===== config.mk =====
export PLATFORM = sky130hd
export DESIGN_NAME = decode_issue_ctrl_flat
export DESIGN_NICKNAME = d
export VERILOG_FILES = /design/src/rtl/decode_issue_ctrl_if.sv /design/src/rtl/decode_issue_ctrl.sv /design/src/flat_wrapper.sv
export SDC_FILE = /design/constraint.sdc
export NUM_CORES = 1
export LEC_CHECK = 0
export BUFFER_PORTS_ARGS = -buffer_cell sky130_fd_sc_hd__buf_4
export CAP_MARGIN = 15
export CORE_MARGIN = 2
export CORE_UTILIZATION = 50
export DETAILED_ROUTE_END_ITERATION = 16
export PLACE_DENSITY = 0.86
export SETUP_SLACK_MARGIN = 0.4
export SYNTH_ARGS = -nofsm -noshare
export SYNTH_HDL_FRONTEND = slang
export SYNTH_SLANG_ARGS = --single-unit
export TNS_END_PERCENT = 10

===== constraint.sdc =====
create_clock -name clk -period 3.5 [get_ports clk]
set_input_delay 0.7 -clock clk [delete_from_list [all_inputs] [get_ports clk]]
set_output_delay 0.7 -clock clk [all_outputs]
set_load 0.01 [all_outputs]

===== src/rtl/decode_issue_ctrl_if.sv =====
// Fetch-to-decode issue bus: instruction stream in, classified head entry out.
// The package carries the instruction-format type shared with the immediate builder.
package decode_issue_pkg;
  typedef enum logic [2:0] {
    R_TYPE = 3'd0,
    I_TYPE = 3'd1,
    S_TYPE = 3'd2,
    B_TYPE = 3'd3,
    U_TYPE = 3'd4,
    J_TYPE = 3'd5
  } inst_format_t;
endpackage

interface decode_issue_ctrl_if #(
  parameter int DEPTH = 2,
  parameter int PC_W  = 32
);
  import decode_issue_pkg::*;

  // Handshake: a transfer happens on a rising clk edge where valid and ready are
  // both high; valid never waits for ready, and payload is stable while valid is high.
  logic                     in_valid;
  logic                     in_ready;
  logic [31:0]              in_instr;
  logic [PC_W-1:0]          in_pc;
  logic                     out_valid;
  logic                     out_ready;
  logic [31:0]              out_instr;
  logic [PC_W-1:0]          out_pc;
  inst_format_t             out_fmt;
  logic                     out_illegal;
  logic                     flush;
  logic [$clog2(DEPTH):0]   occupancy;

  modport master (
    output in_valid, in_instr, in_pc, out_ready, flush,
    input  in_ready, out_valid, out_instr, out_pc, out_fmt, out_illegal, occupancy
  );

  modport slave (
    input  in_valid, in_instr, in_pc, out_ready, flush,
    output in_ready, out_valid, out_instr, out_pc, out_fmt, out_illegal, occupancy
  );
endinterface


===== src/rtl/decode_issue_ctrl.sv =====
// Small issue FIFO between fetch and decode; classifies the head opcode into
// an instruction format for the immediate builder and flags illegal opcodes.
module decode_issue_ctrl
  import decode_issue_pkg::*;
#(
  parameter int DEPTH = 2,
  parameter int PC_W  = 32
) (
  input logic                clk,
  input logic                rst_n,
  decode_issue_ctrl_if.slave bus
);
  localparam int PTR_W = $clog2(DEPTH);
  localparam int CNT_W = PTR_W + 1;
  localparam logic [31:0] NOP = 32'h0000_0013;

  typedef struct packed {
    logic [PC_W-1:0] pc;
    logic [31:0]     instr;
  } entry_t;

  entry_t           mem_q [DEPTH];
  entry_t           mem_d [DEPTH];
  logic [PTR_W-1:0] wr_ptr_q, wr_ptr_d;
  logic [PTR_W-1:0] rd_ptr_q, rd_ptr_d;
  logic [CNT_W-1:0] count_q, count_d;

  logic   in_ready;
  logic   out_valid;
  logic   push;
  logic   pop;
  entry_t head;

  function automatic void classify(input logic [31:0] instr,
                                   output inst_format_t fmt,
                                   output logic illegal);
    fmt     = R_TYPE;
    illegal = 1'b0;
    case (instr[6:0])
      7'b0110011:                                     fmt = R_TYPE;
      7'b0010011, 7'b0000011, 7'b1100111,
      7'b1110011, 7'b0001111:                         fmt = I_TYPE;
      7'b0100011:                                     fmt = S_TYPE;
      7'b1100011:                                     fmt = B_TYPE;
      7'b0110111, 7'b0010111:                         fmt = U_TYPE;
      7'b1101111:                                     fmt = J_TYPE;
      default:                                        illegal = 1'b1;
    endcase
  endfunction

  // in_ready depends only on registered count, so out_ready never reaches it.
  assign in_ready  = (count_q < CNT_W'(DEPTH));
  assign out_valid = (count_q != '0);
  assign push      = bus.in_valid & in_ready;
  assign pop       = out_valid & bus.out_ready;

  always_comb begin
    mem_d    = mem_q;
    wr_ptr_d = wr_ptr_q;
    rd_ptr_d = rd_ptr_q;
    count_d  = count_q;
    if (bus.flush) begin
      wr_ptr_d = '0;
      rd_ptr_d = '0;
      count_d  = '0;
    end else begin
      if (push) begin
        mem_d[wr_ptr_q] = '{pc: bus.in_pc, instr: bus.in_instr};
        wr_ptr_d        = wr_ptr_q + PTR_W'(1);
      end
      if (pop) begin
        rd_ptr_d = rd_ptr_q + PTR_W'(1);
      end
      case ({push, pop})
        2'b10:   count_d = count_q + CNT_W'(1);
        2'b01:   count_d = count_q - CNT_W'(1);
        default: count_d = count_q;
      endcase
    end
  end

  always_ff @(posedge clk or negedge rst_n) begin
    if (!rst_n) begin
      wr_ptr_q <= '0;
      rd_ptr_q <= '0;
      count_q  <= '0;
      for (int i = 0; i < DEPTH; i++) begin
        mem_q[i] <= '{pc: '0, instr: NOP};
      end
    end else begin
      wr_ptr_q <= wr_ptr_d;
      rd_ptr_q <= rd_ptr_d;
      count_q  <= count_d;
      mem_q    <= mem_d;
    end
  end

  // An empty FIFO presents a NOP so the immediate builder sees a benign I-type word.
  always_comb begin
    head = '{pc: '0, instr: NOP};
    if (out_valid) begin
      head = mem_q[rd_ptr_q];
    end
  end

  always_comb begin
    bus.out_fmt     = I_TYPE;
    bus.out_illegal = 1'b0;
    classify(head.instr, bus.out_fmt, bus.out_illegal);
    if (head.instr[1:0] != 2'b11) begin
      bus.out_fmt     = R_TYPE;
      bus.out_illegal = 1'b1;
    end
  end

  assign bus.in_ready  = in_ready;
  assign bus.out_valid = out_valid;
  assign bus.out_instr = head.instr;
  assign bus.out_pc    = head.pc;
  assign bus.occupancy = count_q;

endmodule


===== src/flat_wrapper.sv =====
// flat-port wrapper written by rule: the top's interface ports become plain ports
module decode_issue_ctrl_flat import decode_issue_pkg::*;
#(
  parameter int DEPTH = 2,
  parameter int PC_W  = 32
)
  (clk, rst_n, bus_in_valid, bus_in_instr, bus_in_pc, bus_out_ready, bus_flush, bus_in_ready, bus_out_valid, bus_out_instr, bus_out_pc, bus_out_fmt, bus_out_illegal, bus_occupancy);
  decode_issue_ctrl_if #(.DEPTH(DEPTH), .PC_W(PC_W)) bus_i ();
  input logic clk;
  input logic rst_n;
  input wire logic [$bits(bus_i.in_valid)-1:0] bus_in_valid;
  input wire logic [$bits(bus_i.in_instr)-1:0] bus_in_instr;
  input wire logic [$bits(bus_i.in_pc)-1:0] bus_in_pc;
  input wire logic [$bits(bus_i.out_ready)-1:0] bus_out_ready;
  input wire logic [$bits(bus_i.flush)-1:0] bus_flush;
  output wire logic [$bits(bus_i.in_ready)-1:0] bus_in_ready;
  output wire logic [$bits(bus_i.out_valid)-1:0] bus_out_valid;
  output wire logic [$bits(bus_i.out_instr)-1:0] bus_out_instr;
  output wire logic [$bits(bus_i.out_pc)-1:0] bus_out_pc;
  output wire logic [$bits(bus_i.out_fmt)-1:0] bus_out_fmt;
  output wire logic [$bits(bus_i.out_illegal)-1:0] bus_out_illegal;
  output wire logic [$bits(bus_i.occupancy)-1:0] bus_occupancy;
  assign bus_i.in_valid = bus_in_valid;
  assign bus_i.in_instr = bus_in_instr;
  assign bus_i.in_pc = bus_in_pc;
  assign bus_i.out_ready = bus_out_ready;
  assign bus_i.flush = bus_flush;
  assign bus_in_ready = bus_i.in_ready;
  assign bus_out_valid = bus_i.out_valid;
  assign bus_out_instr = bus_i.out_instr;
  assign bus_out_pc = bus_i.out_pc;
  assign bus_out_fmt = bus_i.out_fmt;
  assign bus_out_illegal = bus_i.out_illegal;
  assign bus_occupancy = bus_i.occupancy;
  decode_issue_ctrl #(.DEPTH(DEPTH), .PC_W(PC_W)) u_core (.clk(clk), .rst_n(rst_n), .bus(bus_i));
endmodule

* After elaboration in Yosys (flattened, before gate mapping)
Index checks and enable logic that the tools add are counted.
Storage, ports and cells: register bits 132, logic and storage cells 60
Operators by class: magnitude comparators 4, $add $sub $neg 4, eq/ne operators 14, bitwise operators 5, reduce and logical (&&, ||, !) cells 9, multiplexer cells 17
Operator list (count):
- $mux W64 | 5
- $bwmux W128 | 1
- $demux W64 S1 | 1
- $eq A7 B7 Y1 const B | 4
- $eq A7 B6 Y1 const B | 3
- $pmux W3 S5 | 1
- $eq A7 B5 Y1 const B | 2
- $reduce_or A11 Y1 | 1
- $eq A7 B2 Y1 const B | 1
- $eq A7 B4 Y1 const B | 1
- $mux W1 | 6
- $reduce_bool A2 Y1 | 3
- $reduce_or A5 Y1 | 1
- $ge A2 B2 Y1 const B | 2
- $not A1 Y2 | 2
- $pmux W2 S2 | 1
- $mux W3 | 1
- $reduce_bool A3 Y1 | 1
- $add A1 B1 Y1 const B | 2
- $add A2 B1 Y2 const B | 1
- $and A1 B1 Y1 | 2
- $eq A2 B1 Y1 const B | 1
- $eq A2 B2 Y1 const B | 1
- $lt A2 B1 Y1 const B | 1
- other kinds (8) | 8

* Logic depth before layout (Yosys ltp)
Gate-level depths: netlist of run 1.
depth after elaboration 9, depth in mapped cells 6, gate-level depth less buffers 6

* Worst setup path before layout of run 1
No wires, ideal clock.
kind register to output, from reg u_core.count_q[1] (netlist: u_core.bus.occupancy[1]), to out bus_out_illegal, buffers on the path 1, data arrival time 1547 ps, cell stages (with the launch flop) 6, path slack 1253 ps, path through dfrtp_1 -> nor2_2 -> buf_4 -> nor2_2 -> or4_1 -> o2111ai_1
Between the ends: word-level cells in the longest chain between the ends 6, elaborated cells between the ends (all ways) 17, those cells by class 12 x eq/ne; 3 x mux; 2 x reduce/logical
RTL lines:
- start, declared | RTL line decode_issue_ctrl.sv:26 | logic [CNT_W-1:0] count_q, count_d;
- start signal, assigned | RTL line decode_issue_ctrl.sv:93 | count_q <= count_d;
- $reduce_bool A2 Y1 (*) | RTL line decode_issue_ctrl.sv:53 | assign out_valid = (count_q != '0);
- $mux W64 (*) | RTL line decode_issue_ctrl.sv:101 | if (out_valid) begin
- net bus_out_instr[6] | RTL line flat_wrapper.sv:18 | output wire logic [$bits(bus_i.out_instr)-1:0] bus_out_instr;
- $eq A7 B6 Y1, or another cell as far along | RTL line decode_issue_ctrl.sv:39 | case (instr[6:0])
- $reduce_or A11 Y1 (no source line) (*)
- $mux W1 (*) | RTL line decode_issue_ctrl.sv:39
- $mux W1 (*) | RTL line decode_issue_ctrl.sv:110 | if (head.instr[1:0] != 2'b11) begin
- end, declared | RTL line flat_wrapper.sv:21 | output wire logic [$bits(bus_i.out_illegal)-1:0] bus_out_illegal;
The timed path passes the listed nets; every way through them passes the cells marked *.

* Worst setup path in the final report of run 1
from reg u_core.count_q[1] (netlist: u_core.bus.occupancy[1]), to out bus_out_illegal
Between the ends: word-level cells in the longest chain between the ends 6, elaborated cells between the ends (all ways) 17, those cells by class 12 x eq/ne; 3 x mux; 2 x reduce/logical
RTL lines (RTL line):
- $reduce_bool A2 Y1 (*) | decode_issue_ctrl.sv:53
- $mux W64 (*) | decode_issue_ctrl.sv:101
- $eq A7 B6 Y1, or another cell as far along | decode_issue_ctrl.sv:39
- $reduce_or A11 Y1 (no source line)
- $mux W1 | decode_issue_ctrl.sv:39
- $mux W1 (*) | decode_issue_ctrl.sv:110
Every way passes the cells marked *; elsewhere a longest branch is shown, timed or not.

==> results of run 1 <==
-- per-stage QoR --
stage	cells	area, um2	power, uW	hold WS (ns)	worst slack, ns
finish	760	7851	5212	0.3793	0.5115
global route	760	7851	5479	0.4507	0.4056
CTS	758	7834	5244	0.4170	0.4072
detailed placement	727	7243	3483	0.4792	0.7525
global placement	727	7243	3387	0.4665	0.8044
floorplan	459	6111	2996	0.4044	1.253
-- final cells by class --
type                       count  area share [%]
inverter                       4          0.1912
tap                          147           2.343
clock inverter                 9           1.307
clock buffer                  22           6.167
timing repair buffer         150           14.60
multi-input combinational    296           33.18
sequential                   132           42.22
-- what timing repair did --
item / 4_1_cts / 5_1_grt
gates resized for setup: 1 / 0
setup buffers: 0 / 1
endpoints found under the hold margin: 0 / 0
pin swaps: 0 / 1
endpoints found under the setup margin: 2 / 3
cloned: 0 / 1
-- cell families after synthesis --
logic type	synth area share (%)
AO/OA/AOI/OAI	1.700
AND/OR/NAND/NOR	6.306
buffers and inverters	3.460
flip-flops	54.18
XOR/XNOR	0.2867
multiplexers	34.07
-- worst register-to-register path, delay by kind of cell, from the launching register on --
kind | cells | cell delay (ns)
AND/OR/NAND/NOR | 2 | 0.47
flip-flops | 1 | 0.52
buffers and inverters | 1 | 0.58
multiplexers | 1 | 0.44
-- sequential cells by signal, indices dropped and copies added (netlist names) --
name	cells
u_core.mem_q	128
u_core.bus.occupancy	2
u_core.rd_ptr_q	1
u_core.wr_ptr_q	1
-- power by group --
| part | internal [uW] | switching (uW) | leakage, uW | total [uW] |
|---|---|---|---|---|
| Clock | 1110 | 638 | 0.000284 | 1750 |
| Sequential | 1990 | 246 | 0.00156 | 2230 |
| Combinational | 708 | 521 | 0.00164 | 1230 |
-- cell usage after synthesis, types with 2 or more instances --
library cell  number
dfrtp_1          126
nand2b_1           2
a211o_1            2
a21oi_1            6
clkbuf_1           6
mux2_2           123
xor2_1             2
inv_2              2
nand2_1            5
nor2_1            64
and3_1             2
nor2_2             2
mux2_1             5
buf_4              8
buf_2              7
mux2i_1           64
dfstp_2            6
buf_6              7
-- cell usage in the layout (no fill, tap or decap), types with 3 or more instances in the layout --
cell type	Yosys	final
buf_4	8	147
dfstp_2	6	6
nor2_1	64	64
clkinv_2	0	4
a21oi_1	6	6
mux2_2	123	123
clkbuf_8	0	4
dfrtp_1	126	125
mux2i_1	64	64
nand2_1	5	5
clkinvlp_4	0	3
clkbuf_16	0	17
mux2_1	5	5
-- layer usage --
metal	part of all wire, %	global-route usage (%)	wire length, um
met2	52	38.07	7194
met3	5.1	5.188	695
met4	1.7	8.699	230
met1	41	24.71	5603
met5	0	0	0
-- worst min path at each step --
stage / startpoint / to / slack [ns] / depth (start not counted)
2_1_floorplan: rst_n / u_core.bus.occupancy[0] / 0.40 / 0
3_3_place_gp: u_core.mem_q[104] / u_core.mem_q[104] / 0.47 / 1
3_5_place_dp: u_core.mem_q[104] / u_core.mem_q[104] / 0.48 / 1
4_1_cts: rst_n / u_core.mem_q[13] / 0.42 / 1
5_1_grt: rst_n / u_core.mem_q[76] / 0.45 / 1
6_report: rst_n / u_core.mem_q[13] / 0.38 / 1
==> impl_metrics.py, run 1 <==
metrics = {
    "routing": {
        "wirelength_um": 13720,
        "firstDrtPassIters": 4,
        "drt_iter0_drc": 201,
        "wl_per_cell_um": 18.06,
        "vias": 4121,
        "final_antenna_net_count": 0,
        "viasPerCell": 5.422,
        "drc": 0,
    },
    "clocking": {
        "cts_tree": "yes",
        "cts-root-buf": "clkbuf_16",
        "clock_tree.buffer_depth": 2,
        "clk_latency_ns": 0.41,
        "hold_buffers": 0,
        "clk_pin_slew_worst_paths_ns": 0.06,
        "cts_buffers": 17,
        "htreeDepth": 4,
        "cts_sinks": 132,
    },
    "layout": {
        "drive_gt1_share_pct": 52.37,
        "antennaDiodeCount": 0,
        "final_core_util_pct": 65.64,
        "fill_cells": 869,
        "area_delta_synth_final_pct": 28.48,
        "multi_input_area_mm2": 0.002605,
        "seq_area_mm2": 0.003314,
        "nNetsFinal": 670,
    },
    "yosys": {
        "synth.distinct_cells": 38,
        "synthCells": 459,
        "synth_nets": 528,
        "synth-seq-cells": 132,
        "synth_area_leaders": "dfrtp_1 (52%), mux2_2 (23%), mux2i_1 (10%)",
        "synth.avg_cell_area_um2": 13.31,
        "yosysTopAreaCell": "dfrtp_1",
        "ys_seq_area_share_pct": 54.18,
        "syn-cell-area_mm2": 0.006111,
        "synth_top_area_share_pct": 51.60,
        "async_flop_share_pct": 100.0,
        "ys.warnings.count": 0,
        "ys.flop_type": "dfrtp_1",
        "synth_edf_count": 0,
    },
    "floorplanning": {
        "coreArea_mm2": 0.01196,
        "row_count": 40,
        "die-area_mm2": 0.01312,
        "die_h_um": 114.6,
        "die_x_um": 114.6,
        "start_util_pct": 51.09,
        "pin_count": 141,
    },
    "setup_path": {
        "worstReg2RegEnd": "u_core.mem_q[29]",
        "crit_path_max_incr_delay_ns": 0.59,
        "regToRegStartpoint": "u_core.bus.occupancy[1]",
        "critPathLaunchType": "flip-flop",
        "path_depth": 7,
        "crit_slowest_cell": "dfrtp_1",
        "cp-endpoint": "bus_out_illegal",
        "worstPathRequired_ns": 2.80,
        "worstPathArrival_ns": 2.29,
        "end_kind": "output port",
        "crit_chain": "nor2_4 -> inv_2 -> and2_4 -> inv_2 -> or4_1 -> o2111ai_1 -> buf_4",
        "r2r_cells": 4,
        "cp-startpoint": "u_core.bus.occupancy[1]",
        "r2r_slack_ns": 1.37,
        "cp_top_family": "simple AND/OR/NAND/NOR gates",
        "path_max_fanout": 10,
        "crit_buf_inv": 3,
        "criticalPathCategory": "reg -> out",
        "crit_top_cell": "inv_2",
    },
    "sta": {
        "tns_ns": 0,
        "skew_ns": 0.006244,
        "fin_crit_ns": 2.989,
        "max_freq_ghz": 0.3346,
        "rsz0062_at_grt": "no",
        "period_share_pct": 85.39,
        "finalHoldViolCount": 0,
        "relSlewSlack_pct": 43.58,
        "slew_viol_final": 0,
        "setup_viol": 0,
        "worstMarginPinSlew_ns": 0.8463,
    },
    "pwr": {
        "ir_worst_vdd_uv": 507.9,
        "leakage_uw": 0.003483,
        "cellPowerDensity_mw_per_mm2": 663.9,
    },
    "global_route": {
        "grt_max_degree": 69,
        "grt_pass1_vias": 4411,
        "antenna_found_initial": 0,
        "grt_first_pass_wirelength_um": 21710,
        "grt_usage_pct": 21.41,
        "grt_overflow": 0,
    },
    "min_path": {
        "hold_path.class": "in -> async",
    },
    "place": {
        "dp_hpwl_um": 8953,
        "routabilityCongestion": 0.7732,
        "io_buffers": 140,
    },
    "flow_run": {
        "max_cap_violations": 0,
    },
    "outcome": {
        "status": "complete, no violations",
    },
}
Note: power is estimated with default switching activity, not from simulation.
==> run 2, diff against run 1 <==
--- a/config.mk
+++ b/config.mk
@@ -8,9 +8,9 @@
 export BUFFER_PORTS_ARGS = -buffer_cell sky130_fd_sc_hd__buf_4
 export CAP_MARGIN = 15
 export CORE_MARGIN = 2
-export CORE_UTILIZATION = 50
+export CORE_UTILIZATION = 45
 export DETAILED_ROUTE_END_ITERATION = 16
-export PLACE_DENSITY = 0.86
+export PLACE_DENSITY = 0.8
 export SETUP_SLACK_MARGIN = 0.4
 export SYNTH_ARGS = -nofsm -noshare
 export SYNTH_HDL_FRONTEND = slang
==> impl_metrics.py, run 2 (synthesized netlist as in run 1, its figures left out) <==
metrics = {
    "floorplanning": {
        "die_x_um": 120.5,
        "die-area_mm2": 0.01453,
        "die_h_um": 120.5,
        "start_util_pct": 46.15,
        "row_count": 42,
        "coreArea_mm2": 0.01324,
        "pin_count": 141,
    },
    "routing": {
        "drc": 0,
        "final_antenna_net_count": 0,
        "wl_per_cell_um": 16.91,
        "drt_iter0_drc": 155,
        "vias": 4043,
        "wirelength_um": 13390,
        "viasPerCell": 5.105,
        "firstDrtPassIters": 4,
    },
    "setup_path": {
        "crit_buf_inv": 2,
        "criticalPathCategory": "reg -> out",
        "path_max_fanout": 15,
        "crit_slowest_cell": "dfrtp_1",
        "worstPathRequired_ns": 2.80,
        "worstPathArrival_ns": 2.28,
        "crit_path_max_incr_delay_ns": 0.47,
        "end_kind": "output port",
        "crit_top_cell": "buf_4",
        "worstReg2RegEnd": "u_core.mem_q[9]",
        "critPathLaunchType": "flip-flop",
        "cp_top_family": "simple AND/OR/NAND/NOR gates",
        "crit_chain": "nor2_4 -> buf_4 -> a21oi_2 -> or3_1 -> a21oi_1 -> buf_4",
        "r2r_cells": 4,
        "r2r_slack_ns": 1.52,
        "regToRegStartpoint": "u_core.bus.occupancy[1]",
    },
    "place": {
        "dp_hpwl_um": 8891,
        "routabilityCongestion": 0.7626,
        "placedInstanceArea_mm2": 0.007287,
        "io_buffers": 140,
        "post-place-ws_ns": 0.7581,
    },
    "sta": {
        "worstMarginPinSlew_ns": 0.8012,
        "rsz0062_at_grt": "yes",
        "fin_ws_ns": 0.5166,
        "hold_ws_ns": 0.3776,
        "relSlewSlack_pct": 46.59,
        "period_share_pct": 85.24,
        "max_freq_ghz": 0.3352,
        "setup_viol": 0,
        "finalHoldViolCount": 0,
        "skew_ns": 0.006279,
        "slew_viol_final": 0,
        "fin_crit_ns": 2.983,
        "tns_ns": 0,
    },
    "layout": {
        "area_delta_synth_final_pct": 29.55,
        "antennaDiodeCount": 0,
        "drive_gt1_share_pct": 52.60,
        "largest_register_ffs": 128,
        "largest_register": "u_core.mem_q",
        "mostFrequentLayoutCell": "buf_4",
        "nNetsFinal": 672,
        "fill_cells": 1067,
        "final_cell_mix": "buf_4 (151), dfrtp_1 (125), mux2_2 (123)",
        "design_area_mm2": 0.007916,
    },
    "global_route": {
        "grt_usage_pct": 19.04,
        "grt_pass1_vias": 4453,
        "antenna_found_initial": 0,
        "grt_first_pass_wirelength_um": 21700,
        "grt_overflow": 0,
        "grt_max_degree": 65,
    },
    "clocking": {
        "clock_tree.buffer_depth": 2,
        "cts-root-buf": "clkbuf_16",
        "cts_sinks": 132,
        "hold_buffers": 0,
        "cts_tree": "yes",
        "clk_pin_slew_worst_paths_ns": 0.06,
        "clk_latency_ns": 0.41,
        "htreeDepth": 4,
        "cts_buffers": 17,
    },
    "pwr": {
        "cellPowerDensity_mw_per_mm2": 654.9,
        "leakage_uw": 0.003490,
        "ir_worst_vdd_uv": 358.1,
        "power_uw": 5185,
    },
    "flow_run": {
        "max_cap_violations": 0,
    },
    "outcome": {
        "status": "complete, no violations",
    },
    "min_path": {
        "hold_path.class": "in -> async",
    },
}
==> run 2: cell types whose count changed in the layout (fill, tap and decap cells not counted), moves of 2 or more <==
cell	delta
buf_4	+4
buf_6	-2
clkbuf_8	-2
clkinvlp_4	+2
==> run 2: metal layers <==
metal  routed length, um  vias to the layer above  global-route usage (%)
li1                    -                     1890                       -
met1                5706                     2032                   22.80
met2                6750                       98                   32.80
met3                 687                       23                   4.811
met4                 247                        0                   7.631
met5                   0                        -                       0
==> run 2: how the worst max path moves through the flow <==
| stage | cells past startpoint | to | slack [ns] | startpoint |
|---|---|---|---|---|
| final | 6 | bus_out_fmt[2] | 0.52 | u_core.bus.occupancy[1] |
| after floorplan | 5 | bus_out_illegal | 1.25 | u_core.bus.occupancy[1] |
| after global placement | 6 | bus_out_illegal | 0.77 | u_core.rd_ptr_q |
| after CTS | 6 | bus_out_fmt[2] | 0.43 | u_core.bus.occupancy[1] |
| after detailed placement | 6 | bus_out_illegal | 0.76 | u_core.rd_ptr_q |
| after global routing | 6 | bus_out_illegal | 0.38 | u_core.rd_ptr_q |
==> run 2: where the power goes <==
group	internal [uW]	total (uW)	switching [uW]
logic	714	1230	511
registers	1990	2230	244
clock network	1080	1730	646
total	3780	5180	1400
==> run 2: cell type report <==
class | instances | area, um2 | share of cell area (%)
Clock inverter | 12 | 130.1 | 1.644
Clock buffer | 20 | 456.7 | 5.769
Timing Repair Buffer | 153 | 1181 | 14.92
Tap cell | 176 | 220.2 | 2.782
Inverter | 4 | 15.01 | 0.1897
Multi-Input combinational cell | 295 | 2599 | 32.83
Sequential cell | 132 | 3314 | 41.87
==> run 2: per-stage QoR <==
stage,instances,utilization (%)
floorplan,459,-
global placement,757,55.03
detailed placement,757,55.03
CTS,790,59.67
global route,792,59.78
finish,792,59.78
==> run 2: what timing repair did <==
action,in CTS,in global routing
buffers inserted,1,2
gates resized for setup,0,0
endpoints found under the setup margin,6,2
pin swaps,0,1
==> run 2: worst reg2reg max path: stages (launching register included) <==
cell	delay [ns]
dfrtp_1	0.47
nand2b_4	0.22
nor3b_2	0.22
buf_4	0.53
mux2_2	0.42
==> run 3, diff against run 2 <==
--- a/config.mk
+++ b/config.mk
@@ -7,10 +7,12 @@
 export LEC_CHECK = 0
 export BUFFER_PORTS_ARGS = -buffer_cell sky130_fd_sc_hd__buf_4
 export CAP_MARGIN = 15
+export CELL_PAD_IN_SITES_DETAIL_PLACEMENT = 0
+export CELL_PAD_IN_SITES_GLOBAL_PLACEMENT = 2
 export CORE_MARGIN = 2
-export CORE_UTILIZATION = 45
+export CORE_UTILIZATION = 39
 export DETAILED_ROUTE_END_ITERATION = 16
-export PLACE_DENSITY = 0.8
+export PLACE_DENSITY = 0.95
 export SETUP_SLACK_MARGIN = 0.4
 export SYNTH_ARGS = -nofsm -noshare
 export SYNTH_HDL_FRONTEND = slang
==> impl_metrics.py, run 3 (synthesized netlist as in run 1, its figures left out) <==
metrics = {
    "clocking": {
        "cts-root-buf": "clkbuf_16",
        "cts_buffers": 17,
        "cts_resized": 0,
        "htreeDepth": 4,
        "cts_sinks": 132,
        "clk_pin_slew_worst_paths_ns": 0.05,
        "clk_latency_ns": 0.41,
        "cts_tree": "yes",
        "cts_setup_buffers": 0,
        "clock_tree.buffer_depth": 2,
        "hold_buffers": 0,
    },
    "routing": {
        "drc": 0,
        "viasPerCell": 4.950,
        "drt_iter0_drc": 222,
        "final_antenna_net_count": 0,
        "wl_per_cell_um": 16.53,
        "wirelength_um": 13660,
        "vias": 4089,
        "firstDrtPassIters": 4,
    },
    "layout": {
        "mostFrequentLayoutCell": "buf_4",
        "drive_gt1_share_pct": 52.03,
        "nNetsFinal": 672,
        "final_core_util_pct": 52.00,
        "final_cell_mix": "buf_4 (151), dfrtp_1 (125), mux2_2 (123)",
        "area_delta_synth_final_pct": 29.83,
        "largest_register_ffs": 128,
        "largest_register": "u_core.mem_q",
        "stdcell_count": 826,
        "antennaDiodeCount": 0,
    },
    "sta": {
        "hold_ws_ns": 0.3309,
        "relSlewSlack_pct": 52.39,
        "finalHoldViolCount": 0,
        "fin_crit_ns": 2.887,
        "skew_ns": 0.003356,
        "worstMarginPinSlew_ns": 0.7142,
        "slew_viol_final": 0,
        "setup_viol": 0,
        "tns_ns": 0,
        "max_freq_ghz": 0.3463,
        "rsz0062_at_grt": "no",
        "period_share_pct": 82.50,
    },
    "place": {
        "routabilityCongestion": 0.7433,
        "io_buffers": 140,
        "dp_cells": 792,
        "dp_hpwl_um": 9187,
    },
    "global_route": {
        "grt_max_degree": 63,
        "grt_overflow": 0,
        "grt_pass1_vias": 4393,
        "grt_first_pass_wirelength_um": 22280,
        "antenna_found_initial": 0,
        "grt_usage_pct": 17.27,
    },
    "pwr": {
        "clockPowerShare_pct": 33.2,
        "leakage_uw": 0.003497,
        "p_sw_share_pct": 26.33,
        "p_switching_uw": 1358,
        "p_int_uw": 3799,
        "cellPowerDensity_mw_per_mm2": 650.0,
        "p_comb_share_pct": 23.7,
        "seqPwrFrac_pct": 43.1,
        "ir_worst_vdd_uv": 334.4,
    },
    "flow_run": {
        "max_cap_violations": 0,
    },
    "floorplanning": {
        "die-area_mm2": 0.01669,
        "die_x_um": 129.2,
        "die_h_um": 129.2,
        "start_util_pct": 40.05,
        "row_count": 45,
        "pin_count": 141,
        "coreArea_mm2": 0.01526,
    },
    "setup_path": {
        "worstPathArrival_ns": 2.19,
        "worstPathRequired_ns": 2.80,
        "critPathLaunchType": "flip-flop",
        "path_max_fanout": 12,
        "criticalPathCategory": "reg -> out",
        "end_kind": "output port",
    },
    "min_path": {
        "hold_path.class": "in -> async",
    },
    "outcome": {
        "status": "complete, no violations",
    },
}
## run 3: cell types whose count changed in the layout (fill, tap and decap cells not counted)
cell,delta
clkbuf_8,+5
clkinvlp_4,-5
clkinv_2,-1
bufinv_16,-1
clkbuf_1,+3
inv_6,-1
buf_16,-1
buf_6,+1
clkinv_4,-1
## run 3: worst paths after layout
check	from	to	slack, ns	depth (start not counted)
min	rst_n	u_core.mem_q[79]	0.33	1
max	u_core.rd_ptr_q	bus_out_illegal	0.61	6
min in group clk	u_core.mem_q[103]	u_core.mem_q[103]	0.49	1
min reg2reg	u_core.mem_q[103]	u_core.mem_q[103]	0.49	1
max reg2reg	u_core.bus.occupancy[1]	u_core.mem_q[15]	1.48	4
max in group asynchronous	rst_n	u_core.mem_q[108]	2.37	2
## run 3: metal layers
metal	GRT usage (%)	share of wire (%)	routed length [um]	vias to the layer above
met5	0	0	0	-
li1	-	-	-	1889
met2	28.45	50	6765	103
met1	22.00	44	5982	2082
met3	4.294	5.0	684	15
met4	6.714	1.6	224	0
## run 3: critical path, cell delays in order (launching register included)
cell and delay (ns):
dfrtp_4 0.56, mux2i_1 0.18, and2_4 0.19, inv_2 0.05, or4_1 0.50, o2111ai_1 0.13, buf_4 0.16
## run 3: metrics by stage
step                      total power, uW  setup slack (ns)  area, um2
final                                5157            0.6126       7934
after global routing                 5451            0.4990       7934
after CTS                            5217            0.4643       7908
after detailed placement             3485            0.9196       7331
after global placement               3407            0.9501       7331
after floorplan                      2996             1.253       6111
## run 3: final cells by class
cell class              count  area [um2]
fillers                  1337        7325
repair buffers            153        1165
well taps                 211       264.0
clock inverters             3       40.04
flip-flops and latches    132        3314
multi-input cells         295        2599
inverters                   4       15.01
clock buffers              28       536.8
## run 3: power by group through the flow
stage               clock [uW]  combinational (uW)  sequential (uW)
floorplan                    0                 830             2170
global placement             0                1190             2220
detailed placement           0                1230             2250
CTS                       1750                1230             2230
global route              1820                1350             2280
finish                    1710                1220             2220
